### src/rtl/otter_fetch_unit.sv
// OTTER instruction-fetch stage: owns the fetch PC, issues in-order imem
// requests, buffers returned words with their PCs and presents them to DE.
module otter_fetch_unit #(
    parameter logic [31:0] RESET_VEC  = 32'h0000_0000,
    parameter int          FIFO_DEPTH = 2,
    parameter int          MAX_OUTST  = 2
) (
    input  logic        CLK,
    input  logic        RST_N,
    input  logic        STALL,
    input  logic        FLUSH,
    input  logic [1:0]  pc_source,
    input  logic [31:0] jalr_target,
    input  logic [31:0] branch_target,
    input  logic [31:0] jal_target,
    output logic        imem_req,
    output logic [31:0] imem_addr,
    input  logic        imem_gnt,
    input  logic        imem_rvalid,
    input  logic [31:0] imem_rdata,
    output logic        de_valid,
    output logic [31:0] de_pc,
    output logic [31:0] de_pc4,
    output logic [31:0] de_ir
);

    localparam int PW = (FIFO_DEPTH > 1) ? $clog2(FIFO_DEPTH) : 1;
    localparam int CW = $clog2(2 * FIFO_DEPTH + 1);
    localparam logic [CW-1:0] DEPTH_C = CW'(FIFO_DEPTH);
    localparam logic [CW-1:0] MAXO_C  = CW'(MAX_OUTST);
    localparam logic [PW-1:0] PTR_ONE = PW'(1);
    localparam logic [CW-1:0] CNT_ONE = CW'(1);

    logic [31:0]   fetch_pc;
    logic [CW-1:0] ocnt;
    logic [CW-1:0] dcnt;
    logic [CW-1:0] fcnt;
    logic [PW-1:0] pq_wr;
    logic [PW-1:0] pq_rd;
    logic [PW-1:0] f_wr;
    logic [PW-1:0] f_rd;

    logic [31:0] pq_mem [FIFO_DEPTH];
    logic [31:0] f_pc   [FIFO_DEPTH];
    logic [31:0] f_ir   [FIFO_DEPTH];

    logic          redirect;
    logic [31:0]   target;
    logic [CW-1:0] credit;
    logic          issue;
    logic          drop;
    logic          push;
    logic          pop;

    always_comb begin
        target = 32'h0;
        case (pc_source)
            2'd1:    target = jalr_target;
            2'd2:    target = branch_target;
            2'd3:    target = jal_target;
            default: target = 32'h0;
        endcase
    end

    assign redirect = (pc_source != 2'd0);

    // Credit counts live (non-dropped) requests plus buffered words,
    // so every accepted response is guaranteed a FIFO slot.
    assign credit = (ocnt - dcnt) + fcnt;

    assign imem_req  = RST_N && !redirect
                       && (ocnt < MAXO_C)
                       && (credit < DEPTH_C);
    assign imem_addr = fetch_pc;

    assign issue = imem_req && imem_gnt;
    assign drop  = imem_rvalid && (redirect || (dcnt != '0));
    assign push  = imem_rvalid && !drop;

    assign de_valid = (fcnt != '0);
    assign pop      = de_valid && !STALL;

    assign de_pc  = de_valid ? f_pc[f_rd] : 32'h0;
    assign de_ir  = de_valid ? f_ir[f_rd] : 32'h0;
    assign de_pc4 = de_valid ? (f_pc[f_rd] + 32'd4) : 32'h0;

    always_ff @(posedge CLK or negedge RST_N) begin
        if (!RST_N) begin
            fetch_pc <= RESET_VEC;
            ocnt     <= '0;
            dcnt     <= '0;
            fcnt     <= '0;
            pq_wr    <= '0;
            pq_rd    <= '0;
            f_wr     <= '0;
            f_rd     <= '0;
        end else begin
            if (redirect) begin
                fetch_pc <= {target[31:2], 2'b00};
            end else if (issue) begin
                fetch_pc <= fetch_pc + 32'd4;
            end

            if (issue) begin
                pq_wr <= pq_wr + PTR_ONE;
            end
            if (imem_rvalid) begin
                pq_rd <= pq_rd + PTR_ONE;
            end

            ocnt <= ocnt + CW'(issue) - CW'(imem_rvalid);

            // Everything still in flight after a redirect belongs to the
            // abandoned path.
            if (redirect) begin
                dcnt <= ocnt - CW'(imem_rvalid);
            end else if (imem_rvalid && (dcnt != '0)) begin
                dcnt <= dcnt - CNT_ONE;
            end

            if (redirect) begin
                fcnt <= '0;
                f_wr <= '0;
                f_rd <= '0;
            end else begin
                if (push) begin
                    f_wr <= f_wr + PTR_ONE;
                end
                if (pop) begin
                    f_rd <= f_rd + PTR_ONE;
                end
                fcnt <= fcnt + CW'(push) - CW'(pop);
            end
        end
    end

    // Storage needs no reset: validity is tracked by the counters.
    always_ff @(posedge CLK) begin
        if (issue) begin
            pq_mem[pq_wr] <= fetch_pc;
        end
        if (push) begin
            f_pc[f_wr] <= pq_mem[pq_rd];
            f_ir[f_wr] <= imem_rdata;
        end
    end

    a_rvalid_outst: assert property (
        @(posedge CLK) disable iff (!RST_N)
        imem_rvalid |-> (ocnt != '0));

    a_flush_match: assert property (
        @(posedge CLK) disable iff (!RST_N)
        FLUSH == redirect);

endmodule
### config.mk
export PLATFORM = sky130hd
export DESIGN_NAME = otter_fetch_unit
export DESIGN_NICKNAME = d
export VERILOG_FILES = /design/src/rtl/otter_fetch_unit.sv
export SDC_FILE = /design/constraint.sdc
export NUM_CORES = 1
export LEC_CHECK = 0
export ABC_AREA = 1
export ABC_CLOCK_PERIOD_IN_PS = 5600
export CAP_MARGIN = 40
export CORE_UTILIZATION = 50
export DETAILED_ROUTE_END_ITERATION = 10
export DONT_BUFFER_PORTS = 1
export MAX_ROUTING_LAYER = met4
export PLACE_DENSITY = 0.74
export SLEW_MARGIN = 20
export SYNTH_ARGS = -nofsm -noshare
export SYNTH_HDL_FRONTEND = slang
export SYNTH_SLANG_ARGS = --single-unit
### constraint.sdc
create_clock -name CLK -period 5.6 [get_ports CLK]
set_clock_uncertainty 0.1 [all_clocks]
set_input_delay 0.56 -clock CLK [delete_from_list [all_inputs] [get_ports CLK]]
set_output_delay 0.56 -clock CLK [all_outputs]
set_load 0.1 [all_outputs]
# Word level (Yosys, flattened, before mapping)
# Memory sizes are Yosys's and may differ from the RTL's.
# Cells that the tools add are included.
[classes]
n_reduce_logical = 19
order_cmp = 2
eq_ne = 3
n_mux = 17
addsub = 14
[ops]
columns = ["op", "count"]
rows = [
  ["two-way mux 32 bit", 5],
  ["one-hot mux 32 bit (3 select lines)", 1],
  ["adder 32 x 3 -> 32 bit, second input constant", 2],
  ["nonzero test 2 bit", 5],
  ["two-way mux 3 bit", 3],
  ["subtractor 3 x 1 -> 3 bit", 3],
  ["logical AND 1 bit", 8],
  ["two-way mux 1 bit", 8],
  ["adder 3 x 1 -> 3 bit", 2],
  ["< comparator 3 x 2 -> 1 bit, second input constant", 2],
  ["nonzero test 3 bit", 2],
  ["adder 1 bit, second input constant", 4],
  ["equality test 2 bit, second input constant", 2],
  ["adder 3 bit", 1],
  ["logical NOT 1 bit", 3],
  ["subtractor 3 x 1 -> 3 bit, second input constant", 1],
  ["subtractor 3 bit", 1],
  ["equality test 2 x 1 -> 1 bit, second input constant", 1],
  ["logical OR 1 bit", 1],
]
[word_totals]
memories = 3
register_bits = 45
in_bits = 136
mem_bits_rw = 192
[mem_list]
columns = ["name", "depth", "word_bits", "rd", "rd_ports_with_merged_regs", "write_ports", "line_no", "text"]
rows = [
  ["f_ir", 2, 32, 1, 0, 1, "45", "logic [31:0] f_ir [FIFO_DEPTH];"],
  ["f_pc", 2, 32, 1, 0, 1, "44", "logic [31:0] f_pc [FIFO_DEPTH];"],
  ["pq_mem", 2, 32, 1, 0, 1, "43", "logic [31:0] pq_mem [FIFO_DEPTH];"],
]

# Depth between registers and ports, before layout
[logic_depth]
ltp_word = 8
ltp_mapped = 17
ltp_nobuf = 17

# Worst setup path after synthesis
# Ideal clock, no wire load.
[synth_path]
path_type = "input-to-reg"
start = "input pc_source[1]"
end = "memory f_ir[1][0], enable pin"
path_slack_ps = -565
cell_stages = 6
t_arrival_ps = 5506
path_cell_list = "inv_2 > nand2_1 > inv_1 > clkbuf_1 > nand2_1 > nor3_1"
[synth_between]
elab_chain_len = 7
[synth_lines]
columns = ["item", "line_no", "text"]
rows = [
  ["start: declaration", "12", "input logic [1:0] pc_source,"],
  ["nonzero test 2 bit", "65", "assign redirect = (pc_source != 2'd0);"],
  ["logical OR 1 bit", "77", "assign drop = imem_rvalid && (redirect || (dcnt != '0));"],
  ["logical AND 1 bit", "77", ""],
  ["logical NOT 1 bit", "78", "assign push = imem_rvalid && !drop;"],
  ["logical AND 1 bit", "78", ""],
  ["two-way mux 1 bit", "142", "if (push) begin"],
  ["two-way mux 1 bit (not written as such)", "144", "f_ir[f_wr] <= imem_rdata;"],
  ["end: declaration", "45", ""],
]
# No other way between the ends.

# Worst setup path after layout
[layout_path]
start = "register f_rd"
end = "output de_pc4[15]"
[layout_between]
elab_chain_len = 3
[layout_lines]
columns = ["item", "line_no", "text"]
rows = [
  ["start: declaration", "41", "logic [PW-1:0] f_rd;"],
  ["start signal: assignment", "130", "f_rd <= f_rd + PTR_ONE;"],
  ["memory (2 x 32 bit)", "-", ""],
  ["adder 32 x 3 -> 32 bit", "85", "assign de_pc4 = de_valid ? (f_pc[f_rd] + 32'd4) : 32'h0;"],
  ["two-way mux 32 bit", "85", ""],
  ["end: declaration", "23", "output logic [31:0] de_pc4,"],
]
# No other way between the ends.

==> reports/metrics.cfg <==
[run_status]
status=complete, no violations

[power]
ir_drop_mv=0.238
finalPower_mw=5.05
powerDensity_nw_per_um2=347
p_leak_nw=6.44

[routing]
wl_met3_um=2740
drcViolationCount=0
detail-route-antenna-nets=0
drt_wl_total_um=30300
wl_met1_um=12100
routed.top_layer=met4
route.detailed.wl_per_inst_um=16.8
vias_per_cell=5.17
wl_met2_um=14600
vias=9338
drt_iter0_markers=603
first_pass_iters=5

[grt]
antenna_found_initial=4
grt_use_total=0.249
grt_pass1_wl_um=45900
grt_max_degree=74
grt_pass1_vias=8832
overflow=0

[sta]
setup_tns_ns=0
hold_slack_ns=0.0367
fin_crit_ns=4.08
drv_slew=0
worst_pin_slew_ns=0.884
slew_headroom=0.410
fmax_mhz=245
rsz0062_at_grt=no
finalHoldViolations=0
setup_viol_count_final=0
fin_crit_sh=0.729

[place]
port_buffers=0
hpwl_um=21800
placedCellCount=1754
dpl_cell_area_um2=13600
place.gp.congestion=0.961

[floorplanning]
core-area_um2=23600
die_area_um2=24800
num_rows=56
die_h_um=158
die_w_um=158
initial_core_util=0.513
num_io_pins=266

[synth]
synth.avg_cell_area_um2=8.65
synth_area_um2=12100
ys_seq_area_frac=0.545
synth_cell_types=44
ys_warn_count=0
synth-seq-cells=227
synthCells=1400

[clock_tree]
clk_path_buf_depth=3
cts_htree_levels=1
cts_setup_buffers=0
cts_made_buffers=25
clock-root-buffer=clkbuf_16
cts_tree=yes
clkTransAtPathRegs_ns=0.06
clock_sinks=227
clock_latency_ns=0.52

[layout]
final_common_cell=nand2_1
syn2layout_area_growth_pct=20.0
stdcell_count=1807
postLayoutCellArea_um2=14500
layout_common_cells=nand2_1 (570), edfxtp_1 (184), inv_1 (150)
layout-drive-gt1-share=0.165
final_nets=1619

[setup_path]
critPathRequiredTime_ns=4.94
cp-end-kind=output port
path_class=reg -> out
cp.arrival_ns=3.42
startpoint_type=flop
crit_fanout=73

[job]
maxCapViolations=0

[hold_path]
hold_path_class=in -> reg

Yosys cell counts, drive strengths merged:
library cell    n  area, µm²
nand2         603       2350
ha             12        150
nand3          52        283
clkinv          1       3.75
a221oi          2       17.5
a21oi          27        135
fa              4       80.1
a22o           15        131
o21ai          35        179
or2             3       18.8
o22ai           1       6.26
dfrtp          43       1080
and2            2       12.5
mux2           30        338
conb            1       3.75
edfxtp        184       5530
inv           160        603
clkbuf         25       93.8
nor3            2       10.0
o211ai          1       7.51
a211oi          2       15.0
nand4          11       83.8
xor2           11       96.3
and3            2       12.5
nand3b          4       30.0
buf            25        215
xnor2           7       61.3
nor2          135        569
where the power goes:
part	total [mW]	switching [mW]	internal, mW
clock	1.70	0.638	1.06
sequential	2.08	0.126	1.96
combinational	1.26	0.860	0.405
through the flow:
stage	util	worst slack [ns]
floorplan	-	1.10
global placement	0.532	1.80
detailed placement	0.575	2.08
CTS	0.612	1.53
global route	0.615	1.30
finish	0.615	1.52
worst paths after layout:
kind	cells after the start	slack, ns	start	endpoint
max	10	1.52	f_rd	de_pc4[15]
min	1	0.04	imem_rvalid	pq_rd
max reg2reg	16	2.24	fcnt[0]	ocnt[2]
min reg2reg	1	0.43	ocnt[0]	ocnt[0]
max in group asynchronous	2	4.72	RST_N	imem_addr[25]
min in group asynchronous	2	0.45	RST_N	imem_addr[4]
sequential cells by signal (all words and copies together) (netlist names):
signal     flops
ocnt           3
pq_rd          1
fcnt           3
f_rd           1
pq_wr          1
f_ir          64
f_pc          60
pq_mem        60
dcnt           3
f_wr           1
imem_addr     30
final cells by class:
type / count / area (µm²)
fill: 1935 / 9080
sequential: 227 / 6600
multi-input combinational: 967 / 4750
timing repair buffer: 85 / 1300
clock buffer: 30 / 654
inverter: 161 / 607
tap: 319 / 399
clock inverter: 14 / 201
antenna: 4 / 10.0
routing by layer:
| layer | GRT usage | vias up |
|---|---|---|
| met5 | - | - |
| met4 | 0.0920 | 0 |
| met3 | 0.0515 | 51 |
| met2 | 0.417 | 415 |
| met1 | 0.297 | 4287 |
| li1 | - | 4585 |
logic make-up after synthesis:
group / Yosys count / share of synthesized area
AO/OA/AOI/OAI: 83 / 0.0406
XOR/XNOR: 18 / 0.0130
adder cells (fa/ha/maj): 16 / 0.0190
buffers and inverters: 211 / 0.0756
flip-flops: 227 / 0.545
multiplexers: 30 / 0.0279
other: 1 / 0.000310
AND/OR/NAND/NOR: 814 / 0.278
critical path: stages (launching register included):
cell and delay, ns:
dfrtp_2 0.36, buf_4 0.63, nand2_1 0.11, nand2_1 0.27
nand2_2 0.12, nor2_2 0.21, nand2_1 0.14, nor2_2 0.17
or2_1 0.12, nand3_1 0.07, inv_1 0.64
what timing repair did:
action                     4_1_cts  5_1_grt
hold buffers                     2        0
gates resized for setup          0        0
setup endpoints to repair        0        0
hold endpoints to repair        43        0
(Power assumes the default switching activity.)
